File: src/rtl/spi_link_pkg.sv
// Constants and count types for the 4-line SPI pixel link.
// The sender (spi_send_con_2) and this receiver both use this package.
package spi_link_pkg;
    localparam int LINK_LINES      = 4;
    localparam int LINK_DATA_WIDTH = 8;
    localparam int FRAME_H_ACTIVE  = 1280;
    localparam int FRAME_V_ACTIVE  = 720;
    localparam int BEATS_PER_PIXEL = LINK_DATA_WIDTH / LINK_LINES;

    typedef logic [10:0] hcount_t;
    typedef logic [9:0]  vcount_t;
endpackage

File: src/rtl/spi_receive_con_sync_chain.sv
// Multi-flop synchroniser for bringing a bus into the local clock domain.
// The clear is asynchronous and active-low, and the value loaded on clear is a parameter.
module sync_chain #(
    parameter int               WIDTH   = 1,
    parameter int               DEPTH   = 2,
    parameter logic [WIDTH-1:0] RST_VAL = '0
)(
    input  logic             i_clk,
    input  logic             i_rst_n,
    input  logic [WIDTH-1:0] i_d,
    output logic [WIDTH-1:0] o_q
);
    logic [DEPTH-1:0][WIDTH-1:0] r_stage;

    always_ff @(posedge i_clk or negedge i_rst_n) begin
        if (!i_rst_n) begin
            r_stage <= {DEPTH{RST_VAL}};
        end else begin
            r_stage <= {r_stage[DEPTH-2:0], i_d};
        end
    end

    assign o_q = r_stage[DEPTH-1];
endmodule

File: src/rtl/spi_receive_con.sv
// SPI pixel-link receiver: synchronises dclk/cs/tlast/cipo, assembles pixels from
// nibble beats, regenerates hcount/vcount and flags frame misalignment.
module spi_receive_con
    import spi_link_pkg::*;
#(
    parameter int DATA_WIDTH  = LINK_DATA_WIDTH,
    parameter int LINES       = LINK_LINES,
    parameter int H_ACTIVE    = FRAME_H_ACTIVE,
    parameter int V_ACTIVE    = FRAME_V_ACTIVE,
    parameter int SYNC_STAGES = 2
)(
    input  logic                  clk_in,
    input  logic                  rst_in,
    input  logic                  chip_clk_in,
    input  logic [LINES-1:0]      chip_data_in,
    input  logic                  chip_sel_in,
    input  logic                  final_pixel_in,
    output logic [DATA_WIDTH-1:0] pixel_data_out,
    output logic                  pixel_valid_out,
    output logic [10:0]           hcount_out,
    output logic [9:0]            vcount_out,
    output logic                  frame_done_out,
    output logic                  sync_error_out
);
    localparam int BEATS = DATA_WIDTH / LINES;
    localparam int BW    = $clog2(BEATS + 1);
    localparam logic [BW-1:0] BEATS_V = BW'(BEATS);
    localparam hcount_t H_LAST = hcount_t'(H_ACTIVE - 1);
    localparam vcount_t V_LAST = vcount_t'(V_ACTIVE - 1);

    logic             w_dclk_s, w_cs_s, w_last_s;
    logic [LINES-1:0] w_data_s;

    sync_chain #(.WIDTH(1), .DEPTH(SYNC_STAGES), .RST_VAL(1'b0)) u_sync_dclk (
        .i_clk(clk_in), .i_rst_n(rst_in), .i_d(chip_clk_in), .o_q(w_dclk_s));
    sync_chain #(.WIDTH(1), .DEPTH(SYNC_STAGES), .RST_VAL(1'b1)) u_sync_cs (
        .i_clk(clk_in), .i_rst_n(rst_in), .i_d(chip_sel_in), .o_q(w_cs_s));
    sync_chain #(.WIDTH(1), .DEPTH(SYNC_STAGES), .RST_VAL(1'b0)) u_sync_last (
        .i_clk(clk_in), .i_rst_n(rst_in), .i_d(final_pixel_in), .o_q(w_last_s));
    sync_chain #(.WIDTH(LINES), .DEPTH(SYNC_STAGES), .RST_VAL('0)) u_sync_data (
        .i_clk(clk_in), .i_rst_n(rst_in), .i_d(chip_data_in), .o_q(w_data_s));

    logic                  r_dclk_d, r_cs_d, r_final;
    logic [BW-1:0]         r_beat_cnt;
    logic [DATA_WIDTH-1:0] r_shift;
    hcount_t               r_hcount;
    vcount_t               r_vcount;

    logic w_dclk_rise, w_cs_rise, w_beat, w_emit, w_h_last, w_v_last;

    assign w_dclk_rise = w_dclk_s & ~r_dclk_d;
    assign w_cs_rise   = w_cs_s & ~r_cs_d;
    assign w_beat      = w_dclk_rise & ~w_cs_s;
    assign w_emit      = (r_beat_cnt == BEATS_V);
    assign w_h_last    = (r_hcount == H_LAST);
    assign w_v_last    = (r_vcount == V_LAST);

    always_ff @(posedge clk_in or negedge rst_in) begin
        if (!rst_in) begin
            r_dclk_d        <= 1'b0;
            r_cs_d          <= 1'b1;
            r_final         <= 1'b0;
            r_beat_cnt      <= '0;
            r_shift         <= '0;
            r_hcount        <= '0;
            r_vcount        <= '0;
            pixel_data_out  <= '0;
            pixel_valid_out <= 1'b0;
            hcount_out      <= '0;
            vcount_out      <= '0;
            frame_done_out  <= 1'b0;
            sync_error_out  <= 1'b0;
        end else begin
            r_dclk_d        <= w_dclk_s;
            r_cs_d          <= w_cs_s;
            pixel_valid_out <= 1'b0;
            frame_done_out  <= 1'b0;
            if (w_emit) begin
                pixel_valid_out <= 1'b1;
                pixel_data_out  <= r_shift;
                hcount_out      <= r_hcount;
                vcount_out      <= r_vcount;
                frame_done_out  <= r_final;
                r_beat_cnt      <= '0;
                r_final         <= 1'b0;
                // tlast always realigns to (0,0), even when it arrived early
                if (r_final) begin
                    r_hcount <= '0;
                    r_vcount <= '0;
                    if (!(w_h_last && w_v_last)) sync_error_out <= 1'b1;
                end else if (w_h_last) begin
                    r_hcount <= '0;
                    r_vcount <= w_v_last ? '0 : r_vcount + 10'd1;
                    if (w_v_last) sync_error_out <= 1'b1;
                end else begin
                    r_hcount <= r_hcount + 11'd1;
                end
            end else if (w_beat) begin
                r_shift    <= {r_shift[DATA_WIDTH-LINES-1:0], w_data_s};
                r_beat_cnt <= r_beat_cnt + 1'b1;
                r_final    <= r_final | w_last_s;
            end else if (w_cs_rise && r_beat_cnt != '0) begin
                r_beat_cnt     <= '0;
                r_final        <= 1'b0;
                sync_error_out <= 1'b1;
            end
        end
    end
endmodule

File: config.mk
export PLATFORM = sky130hd
export DESIGN_NAME = spi_receive_con
export DESIGN_NICKNAME = d
export VERILOG_FILES = /design/src/rtl/spi_link_pkg.sv /design/src/rtl/spi_receive_con_sync_chain.sv /design/src/rtl/spi_receive_con.sv
export SDC_FILE = /design/constraint.sdc
export NUM_CORES = 1
export LEC_CHECK = 0
export ABC_CLOCK_PERIOD_IN_PS = 4650
export CAP_MARGIN = 40
export CORE_MARGIN = 10
export CORE_UTILIZATION = 29
export DETAILED_ROUTE_END_ITERATION = 10
export PLACE_DENSITY = 0.5
export SKIP_CTS_REPAIR_TIMING = 1
export SLEW_MARGIN = 5
export SYNTH_ARGS = -nofsm -noshare
export SYNTH_HDL_FRONTEND = slang
export SYNTH_SLANG_ARGS = --single-unit
File: constraint.sdc
create_clock -name clk_in -period 4.65 [get_ports clk_in]
set_input_delay 1.1625 -clock clk_in [delete_from_list [all_inputs] [get_ports clk_in]]
set_output_delay 1.1625 -clock clk_in [all_outputs]
set_load 0.03 [all_outputs]
==> results.md <==
- Status: finished clean
- IO Count: slightly above 40
- Post-route cell area: 4250 um^2
- Pwr dens: 530 nW/um^2
- Met2 Usage GRT: 13.1%
- Placed Area: roughly 3900 um^2
- GR peak layer: met2
- Full die area: 16300 um^2
- Worst Path Required: ~3500 ps
- Starting DRT DRC Count: 109
- CP Depth: 1
- Area grow syn2layout: 26.3%
- Period utilization: 55.1%
- Post-synthesis sequential area ratio: 59.7%
- TritonRoute pass-1 iters: 4
- Final Net Count: 320
- Post-synth EDFFs: 0
- Hold depth: 0
- Crit path from: sync_error_out
- Fraction of layout cells with a size suffix above 1: 22.4%
- CTS Buf Count: 9
- Vias per inst: 4.83
- Final min period: 2560 ps
- CP arrival: roughly 1400 ps
- Synth warn: 0
- Wire length per cell: about 15 um
- Remaining Overflow, GRT: 0
- Worst-Margin Slew: 620 ps
- Core ar.: 11400 um^2
- CP Capture Type: primary output
- Crit path max fanout: 3
- Post-layout power: 2250 uW
- Setup Viol. Count Final: 0
- Leak Pwr: 0.00181 uW
- Max Slew Vio Count: 0
- Chip height: roughly 130 um
- Average size of a mapped cell: 12.6 um^2
- Skew-Pair Late Insertion Delay: roughly 330 ps
- FF-to-FF End: r_vcount[5]
- Clk slew on worst S/H paths: 60 ps
- Unique masters post-synth: 54
- Antenna violations before repair: 0
- Worst VDD drop: ~0.38 mV
- Vias: 2197
- FP Rows: 39
- Pin count of the biggest net entering global routing: 44
- Non-filler cells, final: ~460
- FF+latch count, synth: 80
- Total track usage: 8.97%
- HP Start: u_sync_data.r_stage[1]
- Detailed-route DRC error count: 0
- HPWL Detailed: 4760 um
- Crit path cell chain: clkdlybuf4s50_1
- Port-buffer cells: 40
- Setup crit start kind: flip-flop
- RR Startpoint: r_beat_cnt[0]
- Setup TNS Final: 0 ps
- Worst Path Buf+Inv: 1
- Final WL: approximately 6900 um
- Gate Count Post-Synth: about 270
- Worst setup path end: sync_error_out
- CTS tree: done
- Syn Nets: 279
- # diodes: 0
- CP max stage delay: a little over 700 ps
- First-pass GRT wire length: 11800 um
- Dpl cells: 439
- Final core occ: 37.4%
- HP Class: flip-flop to flip-flop
- Initial Utilization: 29.6%
- Vias in the first global route: 2302
- CTS root buffer: clkbuf_16
- Clock Skews: about 5 ps
- Final hold vios: 0
- Global Route met3 Usage: slightly below 4%
- ANT nets after route: 0
- Die W: 128 um
- Post-synth ARST share: 100%
- Critical path type: flip-flop to primary output
- H-tree depth: 3
- Worst relative slew slack: 58.1%
- Sink Count: 80
- GPL Wtd Cong: roughly 0.80
- R2R Setup Slk: 2460 ps
- CTS Buffer Depth: 2
- MaxCap Viol Count: 0
- Area of the mapped netlist: 3360 um^2
- CP delay by family, top: buffers and inverters
- Main synth FF type: dfrtp_1
- Critical-path cell with the highest stage delay: clkdlybuf4s50_1
- Max Freq: 390 MHz
- Met1 usage: 11.9%
- Reg2Reg Depth: 7
- RSZ-0062 raised after global routing: false
## worst min path at each step
stage	endpoint	slack (ps)
floorplan	u_sync_data.o_q[0]	330
global route	u_sync_dclk.o_q	360
detailed placement	u_sync_data.o_q[1]	330
finish	u_sync_data.o_q[1]	350
CTS	u_sync_data.o_q[1]	350
global placement	u_sync_data.o_q[0]	330
## registers in the layout, indices dropped and copies added (netlist names), 4 cells and up
name and flops:
hcount_out 11, r_hcount 11, r_vcount 10, vcount_out 10
pixel_data_out 8, r_shift 8, u_sync_data.o_q 4, u_sync_data.r_stage 4
## routing by layer
layer | wire [um] | vias to the layer above
li1 | - | 1053
met1 | 3350 | 1091
met2 | 3140 | 48
met3 | 408 | 5
met4 | 40 | 0
met5 | 0 | -
## area by class of cell
class | count | area, um^2
Tap cell | 143 | 179
Sequential cell | 80 | 2010
Timing Repair Buffer | 42 | 438
Clock inverter | 6 | 92.6
Fill cell | 1124 | 7120
Multi-Input combinational cell | 162 | 1260
Inverter | 12 | 45.0
Clock buffer | 10 | 229
## logic make-up after synthesis
group           synth area share, %
fa+ha+maj                      1.49
flops                          59.7
buf+inv                        3.01
mux                            12.3
compound gates                 9.68
simple gates                   12.8
xor+xnor                       1.04
## report_power, final
part,total (uW),switching [uW],internal (uW)
registers,913,96.5,817
logic,572,304,268
clock network,764,291,473
## metrics by stage
step                      hold WS [ps]  worst slack, ps
final                              348             2090
after global routing               359             2020
after CTS                          349             2060
after detailed placement           335             2420
after global placement             332             2210
after floorplan                    331             2980
## cell usage in the layout, fill, tap and decap left out, types with 8 or more instances in the layout
master           instances
clkdlybuf4s50_1         39
dfrtp_1                 77
nor2_1                   8
o21ai_0                 14
clkbuf_16                9
nand2_1                 11
nand3_1                  8
mux2_2                  35
inv_1                   12
a31oi_1                 10
## synth_stat cells (all sizes together) (4+ instances only)
cell type	count	share of area [%]
o31ai	4	1.3
buf	9	1.3
nor2	8	0.89
mux2	35	12
nand4	8	1.9
a31oi	10	1.9
nand3	10	1.8
and3	4	0.74
dfrtp	77	57
a21oi	6	0.89
o21ai	16	2.4
ha	4	1.5
nor4	5	1.1
nor3	5	1.2
nand2	12	1.4
inv	12	1.3
(Power assumes the default switching activity.)
